[src/rtl/rmii_mdio_ctrl.sv]
// Clause-22 MDIO management master: serialises one register read/write at a time onto MDC/MDIO
// and returns read data plus a no-PHY error flag.
module rmii_mdio_ctrl #(
   parameter int unsigned CLK_DIV     = 20,
   parameter bit          PREAMBLE_EN = 1'b1
) (
   input  logic        clk_int,
   input  logic        reset_n,
   input  logic        cmd_valid,
   output logic        cmd_ready,
   input  logic        cmd_write,
   input  logic [4:0]  cmd_phy_addr,
   input  logic [4:0]  cmd_reg_addr,
   input  logic [15:0] cmd_wdata,
   output logic        rsp_valid,
   output logic [15:0] rsp_rdata,
   output logic        rsp_error,
   output logic        busy,
   output logic        mdc,
   output logic        mdio_o,
   output logic        mdio_oe,
   input  logic        mdio_i
);

   localparam int unsigned DIV_W   = (CLK_DIV > 2) ? $clog2(CLK_DIV) : 1;
   localparam int unsigned FRAME_W = 64;
   localparam int unsigned SEG_W   = 5;

   localparam logic [2:0] S_IDLE = 3'd0;
   localparam logic [2:0] S_PRE  = 3'd1;
   localparam logic [2:0] S_HDR  = 3'd2;
   localparam logic [2:0] S_TA   = 3'd3;
   localparam logic [2:0] S_DATA = 3'd4;
   localparam logic [2:0] S_DONE = 3'd5;

   logic [2:0]         state_q, state_d, nxt;
   logic [DIV_W-1:0]   div_q, div_d;
   logic [SEG_W-1:0]   cnt_q, cnt_d, seg_last;
   logic [FRAME_W-1:0] frame_q, frame_d, frame_ld;
   logic [31:0]        hdr;
   logic [15:0]        shreg_q, shreg_d, rdata_q, rdata_d;
   logic               mdc_q, mdc_d, write_q, write_d, err_q, err_d;
   logic               mdio_o_q, mdio_o_d, mdio_oe_q, mdio_oe_d;
   logic               rsp_valid_q, rsp_valid_d, rsp_err_q, rsp_err_d;
   logic               ready_q, ready_d, busy_q, busy_d, wrap;

   // Next-state logic: one frame bit per MDC period, outputs change at the start of the low half
   always_comb begin
      state_d     = state_q;
      div_d       = div_q;
      cnt_d       = cnt_q;
      frame_d     = frame_q;
      shreg_d     = shreg_q;
      rdata_d     = rdata_q;
      mdc_d       = mdc_q;
      write_d     = write_q;
      err_d       = err_q;
      mdio_o_d    = mdio_o_q;
      mdio_oe_d   = mdio_oe_q;
      rsp_valid_d = 1'b0;
      rsp_err_d   = rsp_err_q;
      nxt         = state_q;
      seg_last    = '0;
      wrap        = (div_q == DIV_W'(CLK_DIV - 1));
      // Read frames load ones in TA/DATA; the bus is released there so the value is don't-care
      hdr      = {2'b01, (cmd_write ? 2'b01 : 2'b10), cmd_phy_addr, cmd_reg_addr,
                  (cmd_write ? 2'b10 : 2'b11), (cmd_write ? cmd_wdata : 16'hFFFF)};
      frame_ld = PREAMBLE_EN ? {32'hFFFF_FFFF, hdr} : {hdr, 32'hFFFF_FFFF};

      case (state_q)
         S_IDLE: begin
            div_d = '0;
            mdc_d = 1'b0;
            if (cmd_valid) begin
               state_d   = PREAMBLE_EN ? S_PRE : S_HDR;
               cnt_d     = '0;
               write_d   = cmd_write;
               err_d     = 1'b0;
               mdio_o_d  = frame_ld[FRAME_W-1];
               mdio_oe_d = 1'b1;
               frame_d   = {frame_ld[FRAME_W-2:0], 1'b1};
            end
         end
         S_PRE, S_HDR, S_TA, S_DATA: begin
            div_d = wrap ? '0 : div_q + DIV_W'(1);
            if (wrap) mdc_d = ~mdc_q;
            case (state_q)
               S_PRE:   seg_last = SEG_W'(31);
               S_HDR:   seg_last = SEG_W'(13);
               S_TA:    seg_last = SEG_W'(1);
               default: seg_last = SEG_W'(15);
            endcase
            // Sample on the MDC rising transition
            if (wrap && !mdc_q && !write_q) begin
               if (state_q == S_TA && cnt_q == SEG_W'(1)) err_d = mdio_i;
               if (state_q == S_DATA) shreg_d = {shreg_q[14:0], mdio_i};
            end
            if (wrap && mdc_q) begin
               if (cnt_q == seg_last) begin
                  cnt_d = '0;
                  case (state_q)
                     S_PRE:   nxt = S_HDR;
                     S_HDR:   nxt = S_TA;
                     S_TA:    nxt = S_DATA;
                     default: nxt = S_DONE;
                  endcase
               end else begin
                  cnt_d = cnt_q + SEG_W'(1);
               end
               state_d = nxt;
               if (nxt == S_DONE) begin
                  mdio_o_d    = 1'b1;
                  mdio_oe_d   = 1'b0;
                  rsp_valid_d = 1'b1;
                  rsp_err_d   = ~write_q & err_q;
                  if (!write_q) rdata_d = shreg_q;
               end else begin
                  mdio_o_d  = frame_q[FRAME_W-1];
                  frame_d   = {frame_q[FRAME_W-2:0], 1'b1};
                  mdio_oe_d = write_q || (nxt == S_PRE) || (nxt == S_HDR);
               end
            end
         end
         S_DONE: begin
            state_d = S_IDLE;
            div_d   = '0;
            mdc_d   = 1'b0;
         end
         default: state_d = S_IDLE;
      endcase

      ready_d = (state_d == S_IDLE);
      busy_d  = ~ready_d;
   end

   always_ff @(posedge clk_int or negedge reset_n) begin
      if (!reset_n) begin
         state_q     <= S_IDLE;
         div_q       <= '0;
         cnt_q       <= '0;
         frame_q     <= '1;
         shreg_q     <= '0;
         rdata_q     <= '0;
         mdc_q       <= 1'b0;
         write_q     <= 1'b0;
         err_q       <= 1'b0;
         mdio_o_q    <= 1'b1;
         mdio_oe_q   <= 1'b0;
         rsp_valid_q <= 1'b0;
         rsp_err_q   <= 1'b0;
         ready_q     <= 1'b1;
         busy_q      <= 1'b0;
      end else begin
         state_q     <= state_d;
         div_q       <= div_d;
         cnt_q       <= cnt_d;
         frame_q     <= frame_d;
         shreg_q     <= shreg_d;
         rdata_q     <= rdata_d;
         mdc_q       <= mdc_d;
         write_q     <= write_d;
         err_q       <= err_d;
         mdio_o_q    <= mdio_o_d;
         mdio_oe_q   <= mdio_oe_d;
         rsp_valid_q <= rsp_valid_d;
         rsp_err_q   <= rsp_err_d;
         ready_q     <= ready_d;
         busy_q      <= busy_d;
      end
   end

   assign cmd_ready = ready_q;
   assign busy      = busy_q;
   assign rsp_valid = rsp_valid_q;
   assign rsp_rdata = rdata_q;
   assign rsp_error = rsp_err_q;
   assign mdc       = mdc_q;
   assign mdio_o    = mdio_o_q;
   assign mdio_oe   = mdio_oe_q;

endmodule

[config.mk]
export PLATFORM = sky130hd
export DESIGN_NAME = rmii_mdio_ctrl
export DESIGN_NICKNAME = d
export VERILOG_FILES = /design/src/rtl/rmii_mdio_ctrl.sv
export SDC_FILE = /design/constraint.sdc
export NUM_CORES = 1
export LEC_CHECK = 0
export CAP_MARGIN = 5
export CORE_ASPECT_RATIO = 2
export CORE_MARGIN = 3
export CORE_UTILIZATION = 39
export DETAILED_ROUTE_END_ITERATION = 8
export GPL_ROUTABILITY_DRIVEN = 0
export PLACE_DENSITY = 0.58
export SYNTH_ARGS = -nofsm -noshare
export SYNTH_HDL_FRONTEND = slang
export SYNTH_SLANG_ARGS = --single-unit
export TNS_END_PERCENT = 30
[constraint.sdc]
create_clock -name clk_int -period 5 [get_ports clk_int]
set_input_delay 1.5 -clock clk_int [delete_from_list [all_inputs] [get_ports clk_int]]
set_output_delay 1.5 -clock clk_int [all_outputs]
set_load 0.03 [all_outputs]
==> key figures <==
STA
  – Setup_tns: 0 ns
  – Worst-margin pin slew: 1.13 ns
  – Final Max Slew Viols: 0
  – Max_slew headroom: 0.248
  – Final hold vios: 0
  – Clk_skew: 0.00744 ns
  – Minimum clock period: 3.44 ns
  – Final setup viols: 0
  – RSZ-0062 raised after global routing: false
  – Fin crit share: 0.687
  – Max frequency: 291 MHz

Status
  – Outcome: completed

Clocking
  – Post-CTS Setup Bufs: 0
  – CTS max path bufs: 2
  – Clk root buf: clkbuf_16
  – # hold bufs at CTS: 0
  – Reg clk slew, reported paths: 0.05 ns
  – # resized after CTS: 0
  – Clk sink count: 117
  – Worst-Skew Late Latency: 0.41 ns
  – H-tree levels: 4
  – TritonCTS clock tree: built
  – Num CTS Buffers: 17

Critical path
  – WP data arrival: 3.72 ns
  – Top cell family by delay on the critical path: simple AND/OR/NAND/NOR gates
  – Crit-path max FO: 21
  – CP Capture Type: flip-flop
  – Critical Path Max Stage Delay: 0.92 ns
  – WP data required: 5.28 ns
  – Worst path cell trace: clkdlybuf4s50_1, nor4b_1, a31oi_1, buf_4, nor2b_1, o22ai_1
  – CP max-delay cell: nor2b_1
  – R2r setup slk: 2.12 ns
  – Worst Setup SP: cmd_valid
  – Reg2reg start: state_q[1]
  – Startpoint class of the critical path: input port
  – Critical path type: input port to flip-flop
  – Crit path buf inv count: 2

Floorplan
  – Die Footprint: 14900 sq um
  – Core area: around 13000 sq um
  – Die Y: 170 microns
  – Die X: 87.9 microns
  – Row cnt: 59
  – Io pins: 54
  – Starting Density: 0.400

Power and ir drop
  – Peak supply drop: 0.244 mV
  – Clk pwr share: 0.546
  – Pint: about 1700 uW
  – Share of total power in combinational logic: 0.021
  – Power per Cell Area: 340 nW/um^2
  – Switching power: 472 uW
  – Tot Pwr: 2190 uW
  – LEAKAGE: 0.00261 uW
  – Net Sw Frac: 0.215
  – Sequential Power Share: 0.433

Global route
  – Vias in the first global route: approximately 3800
  – Grt met3 use: 0.0408
  – First-pass GRT wire length: between 15 and 20 mm
  – Met2 Use GR: 0.294
  – Global routing's busiest layer: met2
  – Initial antenna violation count: 0
  – Global route total overflow: 0
  – Global routing met1 resource utilization: 0.184
  – Total GRT Usage: 0.164
  – Largest net degree at the start of global routing: 68

Synthesis
  – Syn_nets: ~470
  – Post-Syn Area: 5230 sq um
  – Dominant synthesized flop cell: dfstp_2
  – Async set-reset flop share out of synthesis: 1.00
  – Yosys cell types: 56
  – Synthesis Warnings: 0
  – Synth Instances: 434
  – Avg Cell Area, Syn: around 12 sq um
  – #FFs+latches synth: 117
  – Post-synth EDFFs: 0
  – Seq/Total Area, Yosys: 0.575

Run
  – Max-cap violation count: 0

Placement
  – Placed insts: 616
  – Number of port buffers: 53
  – Post-DP HPWL: between 7 and 8 mm

Cells and area
  – Layout Cells excl Fill: 648
  – Most frequent cells in the layout: dfstp_2 (65), dfrtp_1 (52), clkdlybuf4s50_1 (52), nand2_1 (33), o22a_1 (33)
  – Commonest non-fill, non-tap cell in the layout: dfstp_2
  – Fillers: about 1200
  – Final #Nets: 517
  – Share of cells above drive strength 1: 0.300
  – ANT cells: 0
  – Area grow syn2layout: 23.2%

Route
  – DR WL/cell: roughly 17 microns
  – DR DRC count: 0
  – Drt pass-1 iters: 4
  – ANT nets after route: 0
  – Routed vias: 3631
  – Via/cell ratio: approximately 5.6
  – WL final: 11.3 mm
  – DRT iter0 DRCs: 118

Min path
  – Hold_sp: frame_q[31]
  – Tightest Hold Check Type: flip-flop to flip-flop
==> worst register-to-register path: cells and delay by family (launching register included) <==
family,cells,cell delay (ns)
AO/OA/AOI/OAI,2,0.50
AND/OR/NAND/NOR,2,1.24
flip-flops,1,0.59
multiplexers,1,0.43
==> sequential cells by signal (all words and copies together), names as in the netlist <==
signal,count
mdio_o,1
cmd_ready,1
shreg_q,16
frame_q,63
rsp_rdata,16
mdc,1
cnt_q,5
mdio_oe,1
err_q,1
state_q,3
busy,1
div_q,5
rsp_error,1
rsp_valid,1
write_q,1
==> cells by family (layout without fill, tap and decap cells) <==
logic type | count (synthesis) | count (layout) | synth area share
compound gates | 146 | 146 | 0.199
flops | 117 | 117 | 0.575
mux | 35 | 35 | 0.0818
buf+inv | 38 | 100 | 0.0373
xor+xnor | 3 | 3 | 0.00502
fa+ha+maj | 3 | 3 | 0.00718
simple gates | 92 | 92 | 0.0945
==> through the flow <==
stage                     setup slack [ns]  hold WS, ns  utilization  cell area (sq um)
after global placement                1.29        0.461        0.448               5850
final                                 1.56        0.475        0.493               6440
after CTS                             1.61        0.479        0.493               6440
after detailed placement              1.16        0.472        0.448               5850
after global routing                  1.42        0.503        0.493               6440
after floorplan                       2.22        0.451            -               5230
==> cell usage after synthesis (all sizes together), types with 4 or more instances <==
master | number | area (sq um)
a211oi | 4 | 30.0
a21oi | 10 | 53.8
a2bb2oi | 14 | 123
buf | 12 | 97.6
clkbuf | 20 | 75.1
dfrtp | 52 | 1300
dfstp | 65 | 1710
inv | 6 | 22.5
mux2 | 32 | 398
nand2 | 33 | 124
nand3 | 5 | 25.0
nor2 | 10 | 40.0
nor2b | 4 | 25.0
o21ai | 33 | 169
o22a | 33 | 289
o22ai | 29 | 181
or3 | 17 | 106
==> routing by layer <==
| layer | part of all wire | vias to the layer above |
|---|---|---|
| met2 | 0.56 | 77 |
| met5 | 0 | - |
| li1 | - | 1721 |
| met3 | 0.032 | 16 |
| met4 | 0.016 | 0 |
| met1 | 0.39 | 1817 |
==> power groups by stage <==
stage | Clock (uW) | Combinational (uW) | Sequential (uW)
CTS | 1230 | 48.5 | 950
detailed placement | 0 | 48.1 | 965
global route | 1270 | 51.4 | 950
floorplan | 0 | 2.55 | 965
global placement | 0 | 47.6 | 965
finish | 1200 | 46.4 | 950
==> final timing paths <==
kind,endpoint,cells past startpoint
min in group asynchronous,rsp_rdata[2],1
max in group asynchronous,frame_q[58],2
setup reg to reg,rsp_rdata[9],5
hold reg to reg,frame_q[32],2
hold / removal,frame_q[32],2
setup / recovery,frame_q[9],6
==> final cells by class <==
type                       instances  area [sq um]  share of cell area
inverter                           6          22.5             0.00350
tap                              152           190              0.0295
multi-input combinational        279          2030               0.316
sequential                       117          3010               0.467
clock buffer                      20           479              0.0744
timing repair buffer              62           596              0.0924
clock inverter                    12           113              0.0175
No activity file was read; power rests on OpenSTA's default activity.
